$ cat config.mk
export PLATFORM = sky130hd
export DESIGN_NAME = shot_sequencer
export DESIGN_NICKNAME = d
export VERILOG_FILES = /design/src/rtl/game_pkg.sv /design/src/rtl/shot_hit_detect.sv /design/src/rtl/shot_sequencer.sv
export SDC_FILE = /design/constraint.sdc
export NUM_CORES = 1
export LEC_CHECK = 0
export ABC_CLOCK_PERIOD_IN_PS = 6600
export CAP_MARGIN = 10
export CORE_MARGIN = 3
export CORE_UTILIZATION = 39
export DETAILED_ROUTE_END_ITERATION = 6
export PLACE_DENSITY = 0.67
export SYNTH_ARGS = -nofsm -noshare
export SYNTH_HDL_FRONTEND = slang
export SYNTH_SLANG_ARGS = --single-unit
$ cat constraint.sdc
create_clock -name CLK -period 6.6 [get_ports CLK]
set_input_delay 0.99 -clock CLK [delete_from_list [all_inputs] [get_ports CLK]]
set_output_delay 0.99 -clock CLK [all_outputs]
set_load 0.01 [all_outputs]
$ cat src/rtl/game_pkg.sv
// Shared types and constants for the brick-breaker ball sequencer.
//   state_e  : sequencer states
//   hit_e    : classification of one flight step
//   grid rows/limits and clear-row encodings
package game_pkg;

  typedef enum logic [2:0] {
    ST_IDLE,
    ST_AIM,
    ST_FLIGHT,
    ST_CLEAR,
    ST_RESPAWN,
    ST_WIN
  } state_e;

  typedef enum logic [2:0] {
    HIT_NONE,
    HIT_STONE,
    HIT_ROW1,
    HIT_ROW0,
    HIT_MISS
  } hit_e;

  localparam logic [2:0] STONE_Y  = 3'd3;
  localparam logic [2:0] ROW1_Y   = 3'd6;
  localparam logic [2:0] ROW0_Y   = 3'd7;
  localparam logic [2:0] GRID_MAX = 3'd7;

  localparam logic CLR_ROW0 = 1'b0;
  localparam logic CLR_ROW1 = 1'b1;

endpackage

$ cat src/rtl/shot_hit_detect.sv
// Combinational classification of the ball's current cell for one flight step.
//   ball_x, ball_y : current ball position
//   stone_pos      : stone column (stone covers stone_pos and stone_pos+1)
//   brick_row0/1   : far (y=7) and near (y=6) brick rows, bit = column
//   hit            : none / stone / row1 / row0 / miss, in that priority
module shot_hit_detect
  import game_pkg::*;
(
  input  logic [2:0] ball_x,
  input  logic [2:0] ball_y,
  input  logic [2:0] stone_pos,
  input  logic [7:0] brick_row0,
  input  logic [7:0] brick_row1,
  output hit_e       hit
);

  logic stone_hit;

  always_comb begin
    // The stone is two cells wide, so the ball is blocked when it sits on
    // either the stone's own column or the one to its right.
    stone_hit = (stone_pos == ball_x) ||
                ((ball_x != 3'd0) && (stone_pos == (ball_x - 3'd1)));
    hit = HIT_NONE;
    if ((ball_y == STONE_Y) && stone_hit) begin
      hit = HIT_STONE;
    end else if ((ball_y == ROW1_Y) && brick_row1[ball_x]) begin
      hit = HIT_ROW1;
    end else if ((ball_y == ROW0_Y) && brick_row0[ball_x]) begin
      hit = HIT_ROW0;
    end else if (ball_y == ROW0_Y) begin
      hit = HIT_MISS;
    end
  end

endmodule

$ cat src/rtl/shot_sequencer.sv
// Ball sequencer for the brick-breaker game: aim, throw, flight, impact,
// clear request, respawn and win detection.
//   CLK, reset        : clock, synchronous active-high reset
//   restart           : game restart (also pulses brick_reload)
//   start             : run enable, low freezes the block
//   tick              : step strobe; left/right/throw sampled on it
//   stone_pos         : stone column
//   brick_row0/1      : current brick rows from the datapath
//   clr_valid/ready   : clear handshake, clr_row/clr_col name the hit brick
//   brick_reload      : one-cycle refill pulse on restart
//   ball_x/y, in_hand : ball state
//   shot_count        : shots fired, wraps at MAX_SHOTS
//   game_over         : all bricks cleared
module shot_sequencer
  import game_pkg::*;
#(
  parameter int unsigned STEP_DIV  = 3,
  parameter int unsigned X_HOME    = 2,
  parameter int unsigned Y_HOME    = 2,
  parameter int unsigned MAX_SHOTS = 10
) (
  input  logic       CLK,
  input  logic       reset,
  input  logic       restart,
  input  logic       start,
  input  logic       tick,
  input  logic       left,
  input  logic       right,
  input  logic       throw,
  input  logic [2:0] stone_pos,
  input  logic [7:0] brick_row0,
  input  logic [7:0] brick_row1,
  output logic       clr_valid,
  input  logic       clr_ready,
  output logic       clr_row,
  output logic [2:0] clr_col,
  output logic       brick_reload,
  output logic [2:0] ball_x,
  output logic [2:0] ball_y,
  output logic       in_hand,
  output logic [3:0] shot_count,
  output logic       game_over
);

  localparam int unsigned SW        = (STEP_DIV > 1) ? $clog2(STEP_DIV) : 1;
  localparam logic [2:0]    XH        = 3'(X_HOME);
  localparam logic [2:0]    YH        = 3'(Y_HOME);
  localparam logic [3:0]    SHOT_LAST = 4'(MAX_SHOTS - 1);
  localparam logic [SW-1:0] STEP_LAST = SW'(STEP_DIV - 1);

  state_e        state_q, state_d;
  logic [2:0]    ball_x_q, ball_x_d;
  logic [2:0]    ball_y_q, ball_y_d;
  logic          in_hand_q, in_hand_d;
  logic [3:0]    shot_q, shot_d;
  logic          game_over_q, game_over_d;
  logic          clr_valid_q, clr_valid_d;
  logic          clr_row_q, clr_row_d;
  logic [2:0]    clr_col_q, clr_col_d;
  logic          reload_q, reload_d;
  logic [SW-1:0] step_q, step_d;
  hit_e          hit;

  shot_hit_detect u_hit (
    .ball_x     (ball_x_q),
    .ball_y     (ball_y_q),
    .stone_pos  (stone_pos),
    .brick_row0 (brick_row0),
    .brick_row1 (brick_row1),
    .hit        (hit)
  );

  always_comb begin
    state_d     = state_q;
    ball_x_d    = ball_x_q;
    ball_y_d    = ball_y_q;
    in_hand_d   = in_hand_q;
    shot_d      = shot_q;
    game_over_d = game_over_q;
    clr_valid_d = clr_valid_q;
    clr_row_d   = clr_row_q;
    clr_col_d   = clr_col_q;
    reload_d    = 1'b0;
    step_d      = step_q;

    if (restart) begin
      state_d     = start ? ST_AIM : ST_IDLE;
      ball_x_d    = XH;
      ball_y_d    = YH;
      in_hand_d   = 1'b1;
      shot_d      = '0;
      game_over_d = 1'b0;
      clr_valid_d = 1'b0;
      reload_d    = 1'b1;
      step_d      = '0;
    end else if (state_q == ST_CLEAR) begin
      // Accept is honoured even with start low: the datapath registers the
      // clear on valid&&ready regardless, so both sides must agree it happened.
      if (clr_valid_q && clr_ready) begin
        clr_valid_d = 1'b0;
        state_d     = ST_RESPAWN;
        ball_x_d    = XH;
        ball_y_d    = YH;
        in_hand_d   = 1'b1;
      end
    end else if (start) begin
      case (state_q)
        ST_IDLE: state_d = ST_AIM;
        ST_AIM: begin
          if (tick) begin
            if (throw) begin
              state_d   = ST_FLIGHT;
              in_hand_d = 1'b0;
              step_d    = '0;
              shot_d    = (shot_q == SHOT_LAST) ? 4'd0 : shot_q + 4'd1;
            end else if (left && !right && (ball_x_q != 3'd0)) begin
              ball_x_d = ball_x_q - 3'd1;
            end else if (right && !left && (ball_x_q != GRID_MAX)) begin
              ball_x_d = ball_x_q + 3'd1;
            end
          end
        end
        ST_FLIGHT: begin
          if (tick) begin
            if (step_q == STEP_LAST) begin
              step_d = '0;
              case (hit)
                HIT_STONE, HIT_MISS: begin
                  state_d   = ST_RESPAWN;
                  ball_x_d  = XH;
                  ball_y_d  = YH;
                  in_hand_d = 1'b1;
                end
                HIT_ROW1: begin
                  state_d     = ST_CLEAR;
                  clr_valid_d = 1'b1;
                  clr_row_d   = CLR_ROW1;
                  clr_col_d   = ball_x_q;
                end
                HIT_ROW0: begin
                  state_d     = ST_CLEAR;
                  clr_valid_d = 1'b1;
                  clr_row_d   = CLR_ROW0;
                  clr_col_d   = ball_x_q;
                end
                default: ball_y_d = ball_y_q + 3'd1;
              endcase
            end else begin
              step_d = step_q + SW'(1);
            end
          end
        end
        ST_RESPAWN: begin
          ball_x_d  = XH;
          ball_y_d  = YH;
          in_hand_d = 1'b1;
          if ((brick_row0 | brick_row1) == '0) begin
            state_d     = ST_WIN;
            game_over_d = 1'b1;
          end else begin
            state_d = ST_AIM;
          end
        end
        default: ;
      endcase
    end
  end

  always_ff @(posedge CLK) begin
    if (reset) begin
      state_q     <= ST_IDLE;
      ball_x_q    <= XH;
      ball_y_q    <= YH;
      in_hand_q   <= 1'b1;
      shot_q      <= '0;
      game_over_q <= 1'b0;
      clr_valid_q <= 1'b0;
      clr_row_q   <= CLR_ROW0;
      clr_col_q   <= '0;
      reload_q    <= 1'b0;
      step_q      <= '0;
    end else begin
      state_q     <= state_d;
      ball_x_q    <= ball_x_d;
      ball_y_q    <= ball_y_d;
      in_hand_q   <= in_hand_d;
      shot_q      <= shot_d;
      game_over_q <= game_over_d;
      clr_valid_q <= clr_valid_d;
      clr_row_q   <= clr_row_d;
      clr_col_q   <= clr_col_d;
      reload_q    <= reload_d;
      step_q      <= step_d;
    end
  end

  assign clr_valid    = clr_valid_q;
  assign clr_row      = clr_row_q;
  assign clr_col      = clr_col_q;
  assign brick_reload = reload_q;
  assign ball_x       = ball_x_q;
  assign ball_y       = ball_y_q;
  assign in_hand      = in_hand_q;
  assign shot_count   = shot_q;
  assign game_over    = game_over_q;

endmodule

==> summary.md <==
| Metric | Value |
|---|---|
| Biggest fanout along the worst timing path | 7 |
| Net count reported at finish | 274 |
| Largest voltage drop on the vdd net | 0.114 mV |
| Commonest non-fill, non-tap cells in the layout | sky130_fd_sc_hd__clkdlybuf4s50_1 (45), sky130_fd_sc_hd__dfxtp_1 (23), sky130_fd_sc_hd__nor2_1 (20) |
| Net switching power | 0.0703 mW |
| Hold buffer count at cts | 0 |
| Number of buffers added by the clock tree synthesis step | 3 |
| Data required, critical path | 6.76 ns |
| Die Y | 70.7 microns |
| CP Buf/Inv Count | 1 |
| Combinational cell fraction of total power | 0.165 |
| First-pass GRT wire length | 6.86 mm |
| Relative contribution of sequential cells to total power | 0.513 |
| Placeable Area | 0.00385 sq mm |
| Summed negative setup slack over all endpoints | 0 ns |
| Number of distinct library cell variants in the gate-level netlist after synthesis | 49 |
| CP Capture Type | flop |
| Seq/Total Area, Yosys | 0.282 |
| Detail Route Antenna Nets | 0 |
| Relative max-transition margin | 0.578 |
| Vias per std cell | 5.44 |
| N_diodes | 0 |
| Die Footprint | 0.00500 sq mm |
| Leakage | 0.721 nW |
| FF-to-FF Start | ball_x[0] |
| Clk pin slew, worst setup/hold paths | 0.08 ns |
| Area grow syn2layout | 31.1% |
| Run status | finished, final reports clean |
| Final period util | 0.424 |
| Yosys Warn Count | 0 |
| # IOs | 46 |
| Share of final-layout standard cells stronger than drive strength 1 | 0.0633 |
| Quantity of I/O buffers inserted on ports | 45 |
| Clock share of power | 0.322 |
| Post-Syn Nets | 232 |
| Final Skew | 0.00419 ns |
| Antenna violations before repair | 0 |
| DR pass1 iterations | 4 |
| Initial core utilization | 0.424 |
| Final total power | 0.279 mW |
| Startpoint kind of the worst setup timing path | input pin |
| Worst hold path type | reg -> reg |
| Leftover overflow at the end of global routing | 0 |
| Setup repair after global routing missed its margin | no |
| Number of instances in the synthesized netlist | 196 |
| Internal Dissipation | 0.209 mW |
| Root Buffer Master | sky130_fd_sc_hd__clkbuf_8 |
| Total global-route track usage | 0.166 |
| Cell breakdown of the critical path | clkdlybuf4s50_1 > nand4_1 > or4_1 > a211oi_2 > mux2i_1 > nor2_1 |
| Max_cap viols | 0 |
| Most common cell after layout, fill and taps aside | sky130_fd_sc_hd__clkdlybuf4s50_1 |
| Remaining design rule violation count | 0 |
| Number of endpoints failing setup at the final stage | 0 |
| Power Dens Cells | 130 mW/mm^2 |
| Number of core rows | 22 |
| Post-DP HPWL | 3.26 mm |
| Cell depth of the worst flop-to-flop path | 8 |
| Number of DRC violations after detailed-routing iteration 0 | 55 |
| Final RePlAce weighted congestion | 0.916 |
| Vias after detailed routing | 1551 |
| Average footprint of a synthesized cell | 8.34 sq um |
| Hold path startpoint | game_over |
| # H-tree levels | 1 |
| Kind of cell adding the most delay to the critical path | simple AND/OR/NAND/NOR gates |
| Clock sink count | 23 |
| Worst-Skew Late Latency | 0.27 ns |
| Via count of the first global-routing pass | 1444 |
| Fraction of registers with async set or reset after synthesis | 0 |
| Die X-Extent | 70.7 microns |
| Max Transition Viols Final | 0 |
| Setup Crit Path Kind | in -> reg |
| Final wirelength | 4.14 mm |
| Switch share | 0.252 |
| Max Clock Freq | 358 MHz |
| Fin crit period | 2.80 ns |
| Flops & latches, synth | 23 |
| Routed len/inst | 14.5 microns |
| Measured slew at the worst slew-check pin | 0.632 ns |
| Worst min-delay path endpoint | game_over |
| Reg-to-reg endpoint | state_q[2] |
| Maximum number of pins on one net before global-route repair | 16 |
| Worst hold stages | 2 |
| Combined area of all synthesized cells | 0.00163 sq mm |
| CTS tree | built |
| Crit path DAT | 2.95 ns |
| Total of cells resized after clock tree synthesis | 0 |
| Number of post-CTS setup repair buffers | 0 |
| Most frequently used flop master after synthesis | sky130_fd_sc_hd__dfxtp_1 |
| Number of synthesized flops with an enable pin | 0 |
| Critical path depth | 6 |
| Clock Tree Buf Depth | 2 |
| Flop-to-flop setup slack | 3.87 ns |
| Delay of the slowest critical-path stage | 0.62 ns |
| Endpoints failing hold | 0 |
| CP max stage cell | sky130_fd_sc_hd__clkdlybuf4s50_1 |
## synthesized netlist by cell type, types with 2 or more instances
library cell                 n  area, sq um
sky130_fd_sc_hd__a22oi_1     3         22.5
sky130_fd_sc_hd__o21ai_0     9         45.0
sky130_fd_sc_hd__and3b_1     2         17.5
sky130_fd_sc_hd__a2bb2oi_1   2         17.5
sky130_fd_sc_hd__mux2i_1     6         60.1
sky130_fd_sc_hd__nand4_1     4         25.0
sky130_fd_sc_hd__xnor2_1     6         52.6
sky130_fd_sc_hd__nand2b_1    5         31.3
sky130_fd_sc_hd__a21oi_1    11         55.1
sky130_fd_sc_hd__a21o_1      2         15.0
sky130_fd_sc_hd__mux2_1      2         22.5
sky130_fd_sc_hd__nor2_1     20         75.1
sky130_fd_sc_hd__clkbuf_1    3         11.3
sky130_fd_sc_hd__ha_1        8          100
sky130_fd_sc_hd__dfxtp_1    23          460
sky130_fd_sc_hd__mux2_2      2         22.5
sky130_fd_sc_hd__buf_4       2         15.0
sky130_fd_sc_hd__nand2_1    12         45.0
sky130_fd_sc_hd__xor2_1      2         17.5
sky130_fd_sc_hd__o22ai_1     2         12.5
sky130_fd_sc_hd__nor3_1      7         35.0
sky130_fd_sc_hd__buf_2       2         10.0
sky130_fd_sc_hd__inv_1       8         30.0
sky130_fd_sc_hd__nor2b_1     8         50.1
sky130_fd_sc_hd__nand3_1    11         55.1
sky130_fd_sc_hd__nor4_1      4         25.0
sky130_fd_sc_hd__nor3b_1     4         30.0
sky130_fd_sc_hd__a31oi_1     3         18.8
sky130_fd_sc_hd__or3_1       3         18.8
## through the flow
| stage | hold slack (ns) | std cells | util | instance area (sq um) | setup WS (ns) |
|---|---|---|---|---|---|
| global route | 0.501 | 285 | 0.556 | 2140 | 3.64 |
| floorplan | 0.482 | 196 | - | 1630 | 4.19 |
| global placement | 0.455 | 281 | 0.544 | 2100 | 3.55 |
| CTS | 0.479 | 285 | 0.556 | 2140 | 3.82 |
| finish | 0.472 | 285 | 0.556 | 2140 | 3.80 |
| detailed placement | 0.454 | 281 | 0.544 | 2100 | 3.54 |
## worst max-delay path by stage
stage,end,slack [ns],start
2_1_floorplan,ball_y[1],4.19,brick_row1[2]
3_3_place_gp,clr_col[0],3.55,start
3_5_place_dp,clr_col[2],3.54,start
4_1_cts,clr_col[2],3.82,start
5_1_grt,state_q[2],3.64,ball_x[0]
6_report,clr_col[0],3.80,start
## power groups by stage
stage	Sequential [mW]	Combinational (mW)	Clock (mW)
final	0.143	0.0461	0.0899
after floorplan	0.144	0.0235	0
after global placement	0.147	0.0454	0
after CTS	0.143	0.0461	0.0922
after detailed placement	0.147	0.0456	0
after global routing	0.144	0.0504	0.0953
## cell type report
| cell class | instances | area (sq um) |
|---|---|---|
| multi-input cells | 157 | 1100 |
| well taps | 48 | 60.1 |
| inverters | 8 | 30.0 |
| repair buffers | 45 | 450 |
| flip-flops and latches | 23 | 460 |
| fillers | 389 | 1710 |
| clock buffers | 4 | 45.0 |
## worst reg2reg max path: stages (launching register included)
cell                      delay (ns)
sky130_fd_sc_hd__dfxtp_1        0.65
sky130_fd_sc_hd__inv_1          0.23
sky130_fd_sc_hd__ha_1           0.39
sky130_fd_sc_hd__xor2_1         0.15
sky130_fd_sc_hd__nand3_1        0.13
sky130_fd_sc_hd__o31ai_4        0.38
sky130_fd_sc_hd__nor4b_2        0.12
sky130_fd_sc_hd__or3_1          0.36
sky130_fd_sc_hd__o32ai_2        0.25
## flip-flops by register name (all words and copies together) (netlist names)
register / count
shot_count: 4
ball_x: 3
ball_y: 3
clr_col: 3
state_q: 3
step_q: 2
brick_reload: 1
clr_row: 1
clr_valid: 1
game_over: 1
in_hand: 1
## cell families after synthesis
kind of cell               count (synthesis)  synth area share
AOI/OAI and AO/OA                         43             0.198
xor gates and xnor gates                   8            0.0429
adders and majority gates                  8            0.0613
buffers and inverters                     16            0.0475
DFF                                       23             0.282
muxes                                     11            0.0781
and+or+nand+nor                           87             0.290
## routing by layer
layer,track usage,routed length [microns]
met1,0.230,2020
met2,0.275,1950
met3,0.0199,134
met4,0.0438,40
met5,0,0
Power figures use the tool's default switching activity.
